## config.mk

```make
export PLATFORM = sky130hd
export DESIGN_NAME = prm_chk_seq
export DESIGN_NICKNAME = d
export VERILOG_FILES = /design/src/rtl/prm_chk_seq.sv
export SDC_FILE = /design/constraint.sdc
export NUM_CORES = 1
export LEC_CHECK = 0
export BUFFER_PORTS_ARGS = -buffer_cell sky130_fd_sc_hd__buf_2
export CORE_MARGIN = 5
export CORE_UTILIZATION = 45
export DETAILED_ROUTE_END_ITERATION = 8
export PLACE_DENSITY = 0.69
export SYNTH_ARGS = -nofsm -noshare
export SYNTH_HDL_FRONTEND = slang
export SYNTH_SLANG_ARGS = --single-unit
export TNS_END_PERCENT = 10
```

## constraint.sdc

```tcl
create_clock -name CLK -period 2.55 [get_ports CLK]
set_input_delay 0.255 -clock CLK [delete_from_list [all_inputs] [get_ports CLK]]
set_output_delay 0.255 -clock CLK [all_outputs]
set_load 0.01 [all_outputs]
```

## src/rtl/prm_chk_seq.sv

```systemverilog
// rtl/prm_chk_seq.sv - per-point clear/accumulate/readout sequencer for the edge-mask checker
module prm_chk_seq #(
    parameter int FRAMES     = 1,
    parameter int CLR_CYCLES = 2
) (
    input  logic        CLK,
    input  logic        RST_n,
    input  logic        start,
    input  logic        abort,
    input  logic [13:0] xyz_base,
    input  logic [7:0]  xyz_count,
    output logic        chk_rst_n,
    output logic [13:0] xyz_out,
    input  logic [4:0]  data_sel,
    output logic [2:0]  sel1,
    output logic [7:0]  sel2,
    input  logic [31:0] result_imp,
    output logic [31:0] out_data,
    output logic        out_valid,
    input  logic        out_ready,
    output logic        out_last,
    output logic        busy,
    output logic        done
);

    typedef enum logic [2:0] {
        ST_IDLE,
        ST_CLR,
        ST_ACC,
        ST_SEL,
        ST_LOAD,
        ST_HOLD
    } state_t;

    // The first data_sel==0 after a clear merges an empty mask, hence FRAMES+1.
    localparam logic [4:0] FRAME_END = 5'(FRAMES + 1);
    localparam logic [2:0] CLR_LAST  = 3'(CLR_CYCLES - 1);
    localparam logic [6:0] IDX_LAST  = 7'd95;

    state_t      r_state;
    logic [7:0]  r_remaining;
    logic [4:0]  r_frame;
    logic [2:0]  r_clr_cnt;
    logic [6:0]  r_idx;
    logic        r_chk_rst_n;
    logic [13:0] r_xyz;
    logic [2:0]  r_sel1;
    logic [7:0]  r_sel2;
    logic [31:0] r_out_data;
    logic        r_out_valid;
    logic        r_out_last;
    logic        r_done;

    logic        w_last_point;
    logic [6:0]  w_idx_next;

    assign w_last_point = (r_remaining == 8'd1);
    assign w_idx_next   = r_idx + 7'd1;

    always_ff @(posedge CLK) begin
        if (!RST_n) begin
            r_state     <= ST_IDLE;
            r_remaining <= 8'd0;
            r_frame     <= 5'd0;
            r_clr_cnt   <= 3'd0;
            r_idx       <= 7'd0;
            r_chk_rst_n <= 1'b1;
            r_xyz       <= 14'd0;
            r_sel1      <= 3'd0;
            r_sel2      <= 8'd0;
            r_out_data  <= 32'd0;
            r_out_valid <= 1'b0;
            r_out_last  <= 1'b0;
            r_done      <= 1'b0;
        end else begin
            r_done <= 1'b0;
            if (r_state != ST_IDLE && abort) begin
                r_state     <= ST_IDLE;
                r_out_valid <= 1'b0;
                r_out_last  <= 1'b0;
                r_chk_rst_n <= 1'b1;
            end else begin
                case (r_state)
                    ST_IDLE: begin
                        if (start && !abort) begin
                            r_xyz       <= xyz_base;
                            r_remaining <= xyz_count;
                            if (xyz_count == 8'd0) begin
                                r_done <= 1'b1;
                            end else begin
                                r_clr_cnt   <= 3'd0;
                                r_chk_rst_n <= 1'b0;
                                r_state     <= ST_CLR;
                            end
                        end
                    end
                    ST_CLR: begin
                        if (r_clr_cnt == CLR_LAST) begin
                            r_chk_rst_n <= 1'b1;
                            r_frame     <= 5'd0;
                            r_state     <= ST_ACC;
                        end else begin
                            r_clr_cnt <= r_clr_cnt + 3'd1;
                        end
                    end
                    ST_ACC: begin
                        // Reaching FRAME_END costs one extra cycle in ACC before readout.
                        if (r_frame == FRAME_END) begin
                            r_idx   <= 7'd0;
                            r_sel1  <= 3'd0;
                            r_sel2  <= 8'd0;
                            r_state <= ST_SEL;
                        end else if (data_sel == 5'd0) begin
                            r_frame <= r_frame + 5'd1;
                        end
                    end
                    ST_SEL: begin
                        r_state <= ST_LOAD;
                    end
                    ST_LOAD: begin
                        r_out_data  <= result_imp;
                        r_out_valid <= 1'b1;
                        r_out_last  <= (r_idx == IDX_LAST) && w_last_point;
                        r_state     <= ST_HOLD;
                    end
                    ST_HOLD: begin
                        if (out_ready) begin
                            r_out_valid <= 1'b0;
                            r_out_last  <= 1'b0;
                            if (r_idx != IDX_LAST) begin
                                r_idx   <= w_idx_next;
                                r_sel1  <= w_idx_next[6:4];
                                r_sel2  <= {4'd0, w_idx_next[3:0]};
                                r_state <= ST_SEL;
                            end else begin
                                r_remaining <= r_remaining - 8'd1;
                                if (w_last_point) begin
                                    r_done  <= 1'b1;
                                    r_state <= ST_IDLE;
                                end else begin
                                    r_xyz       <= r_xyz + 14'd1;
                                    r_clr_cnt   <= 3'd0;
                                    r_chk_rst_n <= 1'b0;
                                    r_state     <= ST_CLR;
                                end
                            end
                        end
                    end
                    default: begin
                        r_state <= ST_IDLE;
                    end
                endcase
            end
        end
    end

    assign chk_rst_n = r_chk_rst_n;
    assign xyz_out   = r_xyz;
    assign sel1      = r_sel1;
    assign sel2      = r_sel2;
    assign out_data  = r_out_data;
    assign out_valid = r_out_valid;
    assign out_last  = r_out_last;
    assign busy      = (r_state != ST_IDLE);
    assign done      = r_done;

endmodule

```

# After elaboration in Yosys (flattened, before gate mapping)

Index checks and enable logic that the tools add are counted.

$add $sub $neg: 5
Eq/ne operators: 21
Muxes and demuxes: 56
Bitwise logic cells: 2
Reductions and logical operators: 23

Operators with widths:

| kind                                              | number |
|---|---|
| 2-to-1 mux 14 bit                                 | 4 |
| 2-to-1 mux 8 bit                                  | 6 |
| 2-to-1 mux 3 bit                                  | 14 |
| one-hot mux 8 bit (2 select lines)                | 2 |
| one-hot mux 14 bit (2 select lines)               | 1 |
| inequality test 2 bit (second input constant)     | 11 |
| 2-to-1 mux 7 bit                                  | 3 |
| AND reduction 5 bit                               | 4 |
| one-hot mux 3 bit (6 select lines)                | 1 |
| 2-to-1 mux 5 bit                                  | 3 |
| adder 14 x 1 -> 14 bit (second input constant)    | 1 |
| one-hot mux 7 bit (2 select lines)                | 1 |
| 2-to-1 mux 1 bit                                  | 13 |
| one-hot mux 5 bit (2 select lines)                | 1 |
| one-hot mux 3 bit (3 select lines)                | 1 |
| == test 8 x 1 -> 1 bit (second input constant)    | 1 |
| logical NOT 8 bit                                 | 1 |
| AND reduction 8 bit                               | 1 |
| nonzero test 2 bit                                | 4 |
| subtractor 8 x 1 -> 8 bit (second input constant) | 1 |
| adder 7 x 1 -> 7 bit (second input constant)      | 1 |
| == test 7 bit (second input constant)             | 1 |
| inequality test 7 bit (second input constant)     | 1 |
| AND reduction 7 bit                               | 1 |
| 19 further kinds                                  | 29 |

Register bits after elaboration: 87
Bits of input ports: 64
Output and inout bits: 62
Word-level logic and storage cells: 120

# Longest topological paths before layout

Depth after elaboration: 5
Gate-level depth with buffers: 8

# Worst setup path after synthesis

Ideal clock, no wire load.

Path type: reg2reg
Start point: reg r_frame[0]
End point: reg r_idx[5]
Setup time: 0.070 ns
Arrival time: 1.834 ns
Required time: 2.480 ns
Path slack: 0.646 ns
Cell stages (with the launch flop): 8
Path buffers: 0
Clock period less this slack: 1.904 ns
Cell sequence: dfxtp_1 -> inv_1 -> ha_1 -> or4b_4 -> nor2_4 -> o211ai_4 -> or4_1 -> a21oi_1

Word-level cells in the longest chain between the ends: 3

Ends and longest elaborated chain:

| item                                   | line | text |
|---|---|---|
| from (decl)                            | 42   | `logic [4:0] r_frame;` |
| from (signal assigned)                 | 114  | `r_frame <= r_frame + 5'd1;` |
| == test 5 x 2 -> 1 bit                 | 108  | `if (r_frame == FRAME_END) begin` |
| inequality test 2 bit (no source line) | -    |  |
| AND reduction 5 bit (no source line)   | -    |  |
| to (signal assigned)                   | 131  | `r_idx <= w_idx_next;` |
| to (decl)                              | 44   | `logic [6:0] r_idx;` |

No other way between the ends.
A chain may end at the register's enable or synchronous reset.

# Worst setup path after layout

Start point: reg r_state[1]
End point: reg r_frame[2]

Word-level cells in the longest chain between the ends: 4
Elaborated cells between the ends (all ways): 11
Those cells by class: eq/ne (5); mux (1); bitwise (1); reduce/logical (4)

Ends and longest elaborated chain:

| item                                                        | line | text |
|---|---|---|
| from (decl)                                                 | 40   | `state_t r_state;` |
| from (signal assigned)                                      | 62   | `r_state <= ST_IDLE;` |
| from (signal assigned)                                      | 78   | `r_state <= ST_IDLE;` |
| from (signal assigned)                                      | 93   | `r_state <= ST_CLR;` |
| branches (longest 4 deep; another with AND reduction 5 bit) | -    |  |

Parallel ways; which one is timed is not known.

==> out/metrics.cfg <==
[sta]
worstMarginPinSlew_ps = 1040
final-setup-viol-count = 0
worst_slack_ps = 300
max_freq_mhz = 445
fin_crit_ps = 2250
finalClockSkew_ps = 10.2
hold_viol = 0
period_share = 0.882
drv_slew = 0
holdWs_ps = 129
fin_tns_setup_ps = 0
grt_setup_unrepaired = false
max_slew_margin = 0.310

[drt]
drtIter0Drc = 204
drc = 0
wirelength_um = 10400
ant_nets = 0
num_vias = 3969
wl_per_cell_um = 14.6
first_pass_iters = 4
viasPerCell = 5.57

[cts]
htree_levels = 3
cts_buffers = 9
clk_latency_ps = 350
cts.path.max_buffers = 2
root_buffer = clkbuf_8
post_cts_resized = 0
cts_tree = built
path_clk_slew_ps = 90
clkSinkCount = 76
hold_buffers = 0
cts_setup_buffers = 0

[run_status]
status = finished clean

[floorplan]
num_io_pins = 126
die_height_um = 102
die_area_sq_um = 10500
start_util = 0.465
core_sq_um = 8260
rows = 33
die_x_um = 102

[logic_synthesis]
synth_top_area_cell = dfxtp_1
ys_types = 57
async_flop_share = 0
synthSimpleGateAreaFrac = 0.263
yosysWarningCount = 0
synth_area_sq_um = 3840
synth.area.mux_share = 0.00521
synth_xor_area_frac = 0.00228
synth_top_family_by_area = simple AND/OR/NAND/NOR gates
synth_area_per_cell_sq_um = 7.83
synth_seq_area_share = 0.396
synth_compound_area_frac = 0.251
ys_ff_latch = 76
synth-adder-area-share = 0.0261
synth.area.top_cells = dfxtp_1, nand2_1, a21oi_1, nor2_1, ha_1
synth_top_area_frac = 0.396
yosys_most_used_dff = dfxtp_1
synth_edf_count = 0
netlist_instances = 491

[worst_setup_path]
cp.required_ps = 2820
end_kind = flop
worstPathCellList = or3b_1 > nor3_2 > o21ai_2 > or4_1 > a21oi_1
critPathMaxStageDelay_ps = 600
criticalPathCategory = reg2reg
cp_max_fo = 14
startpoint_type = flop
critical-path-slowest-cell = dfxtp_1
cp.arrival_ps = 2520

[finish]
drive_above_1_share = 0.287
stdcell_area_sq_um = 4730
fill_cells = 786
antennaDiodeCount = 0
seq_area_sq_um = 1520
area_growth_pct = 23.2
multi_input_area_sq_um = 2120
finalNetCount = 674

[place]
post_dp_cell_area_sq_um = 4530
dp_slack_ps = 331
finalWeightedCongestion = 0.847
port-buffer-count = 121
dp_hpwl_um = 7500

[global_route]
grt_pass1_wl_um = 16700
antenna_found_initial = 0
grt_usage = 0.196
grt_pass1_vias = 3715
grt_overflow = 0
grt_max_degree = 34

[hold_path]
hold_class = in2reg

[power]
power.density_nw_per_um2 = 585
peakVddDrop_uv = 294
power.leakage_uw = 0.00195

[job]
maxCapViolations = 0

power by group:
part / internal, uW / total, uW / switching, uW / leakage (uW)
sequential: 1240 / 1310 / 72.8 / 0.000615
clock: 468 / 966 / 499 / 0.0000984
combinational: 211 / 487 / 276 / 0.00124
total: 1920 / 2770 / 847 / 0.00195
worst max-delay path: cells and delay by family (launching register included):
family | cells | cell delay [ps]
and+or+nand+nor | 3 | 1300
AOI/OAI and AO/OA | 2 | 270
DFF | 1 | 600
final cells by class:
class | count | area share
multi-input combinational | 369 | 0.449
sequential | 76 | 0.322
timing repair buffer | 134 | 0.149
tap | 105 | 0.0278
clock buffer | 9 | 0.0262
clock inverter | 7 | 0.0175
inverter | 12 | 0.00952
kinds of logic (layout without fill, tap and decap cells):
kind of cell             Yosys count  count (layout)
AO/OA/AOI/OAI                    147             147
XOR/XNOR                           1               1
adder cells (fa/ha/maj)            8               8
buffers and inverters             49             162
flip-flops                        76              76
multiplexers                       2               2
other                              1               4
AND/OR/NAND/NOR                  207             207
cell usage in the layout, fill, tap and decap left out, types with 5 or more instances in the layout:
cell type / count
a31oi_1: 9
dfxtp_1: 76
inv_1: 11
o221a_2: 8
buf_2: 121
clkbuf_8: 9
or3_1: 8
nor2_1: 33
o311ai_0: 6
or2_2: 5
nor3_1: 10
or4_1: 6
a21oi_1: 65
nand2_1: 90
o31ai_1: 9
a41oi_1: 6
nand3_1: 14
buf_4: 13
ha_1: 8
o21ai_0: 17
and3_1: 6
cell usage after synthesis, drive strengths merged, types with 3 or more instances:
cell type	n
nor2b	4
buf	14
nand4	4
nand3b	3
a41oi	6
nand3	14
a31oi	9
and2	3
nor2	34
o31ai	9
a21oi	66
nor3b	4
nor4	4
nand2	90
o311ai	6
and3b	3
and3	6
or4	6
dfxtp	76
o21ai	20
nor3	14
inv	11
a211o	3
or2	5
ha	8
clkbuf	23
o221a	8
a211oi	4
or3	8
per-stage QoR:
stage          instances  utilization  total power, uW
5_1_grt              712        0.573             2890
6_report             712        0.573             2770
3_3_place_gp         696        0.548             1810
4_1_cts              712        0.573             2780
2_1_floorplan        494            -             1660
3_5_place_dp         696        0.548             1820
registers in the layout (all words and copies together), names as in the netlist:
name and flops:
chk_rst_n 1, done 1, out_data 32, out_last 1
out_valid 1, r_clr_cnt 3, r_frame 5, r_idx 7
r_remaining 8, r_state 3, xyz_out 14
path summary, 6_finish.rpt:
path	cells after the start	endpoint	from	slack (ps)
min	3	out_data[7]	result_imp[7]	130
max reg2reg	5	r_frame[2]	r_state[1]	300
min reg2reg	2	out_data[11]	out_data[11]	450
max	5	r_frame[2]	r_state[1]	300
routing by layer:
metal / global-route usage / up-vias / part of all wire
li1: - / 1990 / -
met1: 0.244 / 1816 / 0.43
met2: 0.330 / 150 / 0.46
met3: 0.0546 / 13 / 0.090
met4: 0.0616 / 0 / 0.012
met5: 0 / - / 0
Power figures use the tool's default switching activity.
